--- src/rtl/async_fifo_pkg.sv ---
// rtl/async_fifo_pkg.sv - shared state type and parameter limits for the FIFO write arbiter
package async_fifo_pkg;

    typedef enum logic {
        IDLE  = 1'b0,
        BURST = 1'b1
    } arb_state_t;

    localparam int N_REQ_MIN     = 2;
    localparam int N_REQ_MAX     = 8;
    localparam int MAX_BURST_MIN = 1;
    localparam int MAX_BURST_MAX = 16;
    localparam int BEAT_CNT_W    = 4;

endpackage

--- src/rtl/rr_pick.sv ---
// rtl/rr_pick.sv - combinational round-robin pick of the first request after last_i
module rr_pick #(
    parameter int N  = 4,
    parameter int IW = $clog2(N)
) (
    input  logic [N-1:0]  req_i,
    input  logic [IW-1:0] last_i,
    output logic [IW-1:0] idx_o,
    output logic          found_o
);

    logic [IW-1:0] cand;

    always_comb begin
        idx_o   = '0;
        found_o = 1'b0;
        cand    = '0;
        // Walk from farthest to nearest so the requester closest after last_i overwrites last.
        for (int k = N; k >= 1; k--) begin
            cand = IW'((int'(last_i) + k) % N);
            if (req_i[cand]) begin
                idx_o   = cand;
                found_o = 1'b1;
            end
        end
    end

endmodule

--- src/rtl/fifo_write_arbiter.sv ---
// rtl/fifo_write_arbiter.sv - round-robin burst arbiter merging requesters onto one FIFO write port
module fifo_write_arbiter
    import async_fifo_pkg::*;
#(
    parameter int  BITS      = 32,
    parameter int  N_REQ     = 4,
    parameter int  MAX_BURST = 4,
    localparam int IDW       = $clog2(N_REQ)
) (
    input  logic                       clk,
    input  logic                       rst,
    input  logic [N_REQ-1:0]           p_req_valid,
    input  logic [N_REQ-1:0][BITS-1:0] p_req_data,
    input  logic [N_REQ-1:0]           p_req_last,
    output logic [N_REQ-1:0]           p_req_ready,
    output logic                       p_fifo_write_en,
    output logic [BITS-1:0]            p_fifo_write_data,
    input  logic                       p_fifo_write_full,
    output logic                       p_grant_valid,
    output logic [IDW-1:0]             p_grant_id
);

    if (N_REQ < N_REQ_MIN || N_REQ > N_REQ_MAX) begin : g_bad_n_req
        $fatal(1, "fifo_write_arbiter: N_REQ out of range");
    end
    if (MAX_BURST < MAX_BURST_MIN || MAX_BURST > MAX_BURST_MAX) begin : g_bad_max_burst
        $fatal(1, "fifo_write_arbiter: MAX_BURST out of range");
    end

    arb_state_t            state_q, state_d;
    logic                  grant_valid_q, grant_valid_d;
    logic [IDW-1:0]        grant_id_q, grant_id_d;
    logic [IDW-1:0]        last_grant_q, last_grant_d;
    logic [BEAT_CNT_W-1:0] beat_cnt_q, beat_cnt_d;
    logic [BEAT_CNT_W:0]   beat_cnt_inc;
    logic [IDW-1:0]        pick_idx;
    logic                  pick_found;
    logic                  in_burst;
    logic                  beat_accept;
    logic                  burst_done;

    rr_pick #(
        .N  (N_REQ),
        .IW (IDW)
    ) u_rr_pick (
        .req_i   (p_req_valid),
        .last_i  (last_grant_q),
        .idx_o   (pick_idx),
        .found_o (pick_found)
    );

    assign in_burst     = (state_q == BURST);
    assign beat_accept  = in_burst && p_req_valid[grant_id_q] && !p_fifo_write_full;
    // One extra bit so MAX_BURST = 16 is reachable with a 4-bit counter.
    assign beat_cnt_inc = {1'b0, beat_cnt_q} + (BEAT_CNT_W + 1)'(1);
    assign burst_done   = beat_accept &&
                          (p_req_last[grant_id_q] || beat_cnt_inc == (BEAT_CNT_W + 1)'(MAX_BURST));

    always_comb begin
        p_req_ready = '0;
        if (in_burst && !p_fifo_write_full) begin
            p_req_ready[grant_id_q] = 1'b1;
        end
    end

    assign p_fifo_write_en   = beat_accept;
    assign p_fifo_write_data = p_req_data[grant_id_q];
    assign p_grant_valid     = grant_valid_q;
    assign p_grant_id        = grant_id_q;

    always_comb begin
        state_d       = state_q;
        grant_valid_d = grant_valid_q;
        grant_id_d    = grant_id_q;
        last_grant_d  = last_grant_q;
        beat_cnt_d    = beat_cnt_q;
        case (state_q)
            IDLE: begin
                if (pick_found) begin
                    state_d       = BURST;
                    grant_valid_d = 1'b1;
                    grant_id_d    = pick_idx;
                    beat_cnt_d    = '0;
                end
            end
            BURST: begin
                if (beat_accept) begin
                    beat_cnt_d = beat_cnt_inc[BEAT_CNT_W-1:0];
                end
                if (burst_done) begin
                    state_d       = IDLE;
                    grant_valid_d = 1'b0;
                    last_grant_d  = grant_id_q;
                end
            end
            default: state_d = IDLE;
        endcase
    end

    always_ff @(posedge clk or posedge rst) begin
        if (rst) begin
            state_q       <= IDLE;
            grant_valid_q <= 1'b0;
            grant_id_q    <= '0;
            last_grant_q  <= IDW'(N_REQ - 1);
            beat_cnt_q    <= '0;
        end else begin
            state_q       <= state_d;
            grant_valid_q <= grant_valid_d;
            grant_id_q    <= grant_id_d;
            last_grant_q  <= last_grant_d;
            beat_cnt_q    <= beat_cnt_d;
        end
    end

endmodule

--- config.mk ---
export PLATFORM = sky130hd
export DESIGN_NAME = fifo_write_arbiter
export DESIGN_NICKNAME = d
export VERILOG_FILES = /design/src/rtl/async_fifo_pkg.sv /design/src/rtl/rr_pick.sv /design/src/rtl/fifo_write_arbiter.sv
export SDC_FILE = /design/constraint.sdc
export NUM_CORES = 1
export LEC_CHECK = 0
export ABC_AREA = 1
export CAP_MARGIN = 20
export CORE_MARGIN = 1
export CORE_UTILIZATION = 28
export DETAILED_ROUTE_END_ITERATION = 10
export PLACE_DENSITY_LB_ADDON = 0.25
export SLEW_MARGIN = 25
export SYNTH_ARGS = -nofsm -noshare
export SYNTH_HDL_FRONTEND = slang
export SYNTH_HIERARCHICAL = 1
export SYNTH_SLANG_ARGS = --single-unit
--- constraint.sdc ---
create_clock -name clk -period 2.1 [get_ports clk]
set_input_delay 0.63 -clock clk [delete_from_list [all_inputs] [get_ports clk]]
set_output_delay 0.63 -clock clk [all_outputs]
set_load 0.05 [all_outputs]
==> results.py <==
metrics = {
    "detailed_routing": {
        "wl_per_cell_um": 17.27,
        "dr.pass1.iters": 4,
        "drt_iter0_drc": 121,
        "via_count": 2865,
        "ant_nets": 0,
        "drt_wl_total_mm": 9.292,
        "viasPerCell": 5.325,
        "drc": 0,
    },
    "synthesis": {
        "async_flop_share": 1.000,
        "synth.top_cells.by_count": "111 x nand3_1, 56 x nand2_1, 32 x a22oi_1, 12 x inv_1, 11 x buf_2",
        "synth_area_per_cell_um2": 5.863,
        "syn_area_um2": 1607,
        "ys_seq_area_frac": 0.1573,
        "yosys_warnings": 6,
        "synthCells": 274,
        "synthFlopType": "dfrtp_1",
        "synth_top_area_share": 0.3458,
        "synth.net_count": 414,
        "yosysMostFrequentCell": "nand3_1",
        "synthDistinctLibCells": 25,
        "yosysTopAreaCell": "nand3_1",
        "ys_ff_latch": 10,
        "synthTopCellsByArea": "nand3_1 35%, a22oi_1 15%, nand2_1 13%",
        "synth-edff-count": 0,
    },
    "final_layout": {
        "diodes": 0,
        "fin_nets": 607,
        "final_util": 0.8200,
        "drive_above_1_share": 0.3691,
        "areaGrowthSynthToFinish_pct": 181.1,
    },
    "setup_path": {
        "crit_family": "buffers and inverters",
        "slowest_delay_ns": 0.41,
        "cp.required_ns": 1.47,
        "cp-end-kind": "primary output",
        "critPathLaunchType": "primary input",
        "path_class": "in -> out",
        "crit_buf_inv": 2,
        "rrSetupSlack_ns": 0.40,
        "path_max_fanout": 1,
        "cp_num_cells": 4,
        "cpMaxStageDelayCell": "clkdlybuf4s50_1",
        "path_cells": "clkdlybuf4s50_1 > a22oi_2 > nand3_2 > buf_12",
        "worst_r2r_path_depth": 9,
        "arrival_ns": 1.52,
    },
    "grt": {
        "grt_antenna_before_repair": 0,
        "track_usage": 0.2749,
        "grt_max_degree": 45,
        "grt_pass1_wl_mm": 13.05,
        "overflow": 0,
        "first_global_vias": 2664,
    },
    "pwr": {
        "clkPwrFrac": 0.031,
        "power_mw": 7.711,
        "switching_share": 0.5335,
        "powerDensity_nw_per_um2": 1708,
        "p_comb_frac": 0.915,
        "p_switching_mw": 4.114,
        "irDropWorstVdd_v": 0.001155,
        "leakage_nw": 2.119,
        "p_int_mw": 3.597,
        "seqPwrFrac": 0.054,
    },
    "floorplanning": {
        "ios": 179,
        "dieArea_um2": 6044,
        "start_util": 0.2918,
        "die_w_um": 77.75,
        "rows": 27,
        "coreArea_um2": 5507,
        "die_y_um": 77.75,
    },
    "sta": {
        "setup_tns_ns": -0.7125,
        "finalCriticalPeriod_ns": 2.146,
        "post-route-period-util": 1.022,
        "maxSlewViolCount": 0,
        "max_freq_mhz": 466.0,
        "fin_skew_ns": 0.001882,
        "tightest_slew_ns": 0.3857,
        "setup_violations": 29,
        "final_hold_viol_count": 0,
        "relSlewSlack": 0.7426,
        "rsz0062_at_grt": "true",
        "fin_ws_ns": -0.04580,
    },
    "clocking": {
        "cts_sinks": 10,
        "cts_root_buf": "clkbuf_8",
        "h-tree-depth": 1,
        "cts_buffers": 3,
        "cts_tree": "yes",
        "ctsLongestPathBuffers": 2,
        "clkTransAtPathRegs_ns": 0.05,
        "holdBufCountCts": 0,
        "worst_skew_pair.late_latency_ns": 0.23,
    },
    "placed_design": {
        "dp.final_hpwl_mm": 6.703,
        "gp_congestion": 0.8358,
        "io_buffers": 178,
    },
    "outcome": {
        "status": "finished with violations",
        "violations": "setup timing",
    },
    "min_path": {
        "min_path_cells": 2,
        "worstHoldPathType": "reg -> reg",
    },
    "flow_run": {
        "maxCapViolCount": 0,
    },
}
==> worst reg2reg max path, cell delays in order, from the launching register on <==
cell	delay, ns
dfrtp_2	0.46
buf_6	0.14
buf_6	0.12
nand3_2	0.07
nand2_2	0.08
buf_4	0.14
buf_4	0.12
o21ai_1	0.29
nand3_1	0.13
nand2_1	0.08
==> routing by layer <==
| metal | GRT usage | vias to the layer above | part of all wire |
|---|---|---|---|
| met5 | 0 | - | 0 |
| li1 | - | 1360 | - |
| met2 | 0.5221 | 150 | 0.53 |
| met3 | 0.07059 | 18 | 0.084 |
| met1 | 0.3021 | 1337 | 0.36 |
| met4 | 0.06038 | 0 | 0.021 |
==> state kept, by name, indices dropped and copies added (netlist names) <==
signal and flops:
in_burst 1, p_grant_id 2, p_grant_valid 1, last_grant_q 2, beat_cnt_q 4
==> final cells by class <==
cell class	count	area [um^2]
Timing Repair Buffer	211	2465
Multi-Input combinational cell	226	1579
Fill cell	353	991.0
Sequential cell	10	255.2
Tap cell	72	90.09
Inverter	15	71.32
Clock buffer	4	55.05
==> power groups by stage <==
| stage | clock network (mW) | logic, mW | registers, mW |
|---|---|---|---|
| final | 0.241 | 7.05 | 0.418 |
| after global routing | 0.259 | 7.36 | 0.432 |
| after CTS | 0.248 | 6.82 | 0.411 |
| after floorplan | 0 | 3.51 | 0.440 |
| after global placement | 0 | 6.41 | 0.428 |
| after detailed placement | 0 | 6.50 | 0.431 |
==> cells in the final DEF, fill, tap and decap left out, types with 2 or more instances in the layout <==
cell and n:
nand2_1 53, buf_12 41, a22oi_2 32, nor2_4 4
a21oi_1 2, clkdlybuf4s50_1 89, clkbuf_16 2, xor2_1 2
dfrtp_1 6, nor3_4 4, clkbuf_8 4, nand3_2 34
nor2_1 3, inv_1 11, dfrtp_2 2, buf_4 21
dfstp_2 2, nor2_2 2, buf_6 9, nand3_1 77
dlymetal6s2s_1 5, nand2_2 8, dlygate4sd2_1 43
==> cells by family after synthesis <==
group | Yosys count | synth area share
compound gates | 36 | 0.1643
xor+xnor | 2 | 0.01091
fa+ha+maj | 1 | 0.007787
buf+inv | 38 | 0.1090
flops | 10 | 0.1573
simple gates | 187 | 0.5506
==> through the flow <==
step                      hold slack [ns]  instance area, um^2  setup slack (ns)  cells
final                              0.4688                 4516          -0.04580    538
after global routing               0.5090                 4516          -0.09799    538
after CTS                          0.4712                 4359          -0.04986    531
after detailed placement           0.4585                 4120           -0.3294    519
after global placement             0.4549                 4120           -0.2581    519
after floorplan                    0.4419                 1826          0.001378    274
==> repair_timing <==
action,4_1_cts,5_1_grt
gates resized for setup,85,21
gates cloned,0,3
pin swaps,48,51
endpoints found under the setup margin,37,37
setup buffers,8,5
==> path summary, 6_finish.rpt <==
path,startpoint,end
max,p_req_data[50],p_fifo_write_data[18]
max reg2reg,p_grant_id[0],beat_cnt_q[2]
min reg2reg,in_burst,in_burst
min in group asynchronous,rst,in_burst
min,in_burst,in_burst
max in group asynchronous,rst,last_grant_q[0]
No activity file was read; power rests on OpenSTA's default activity.
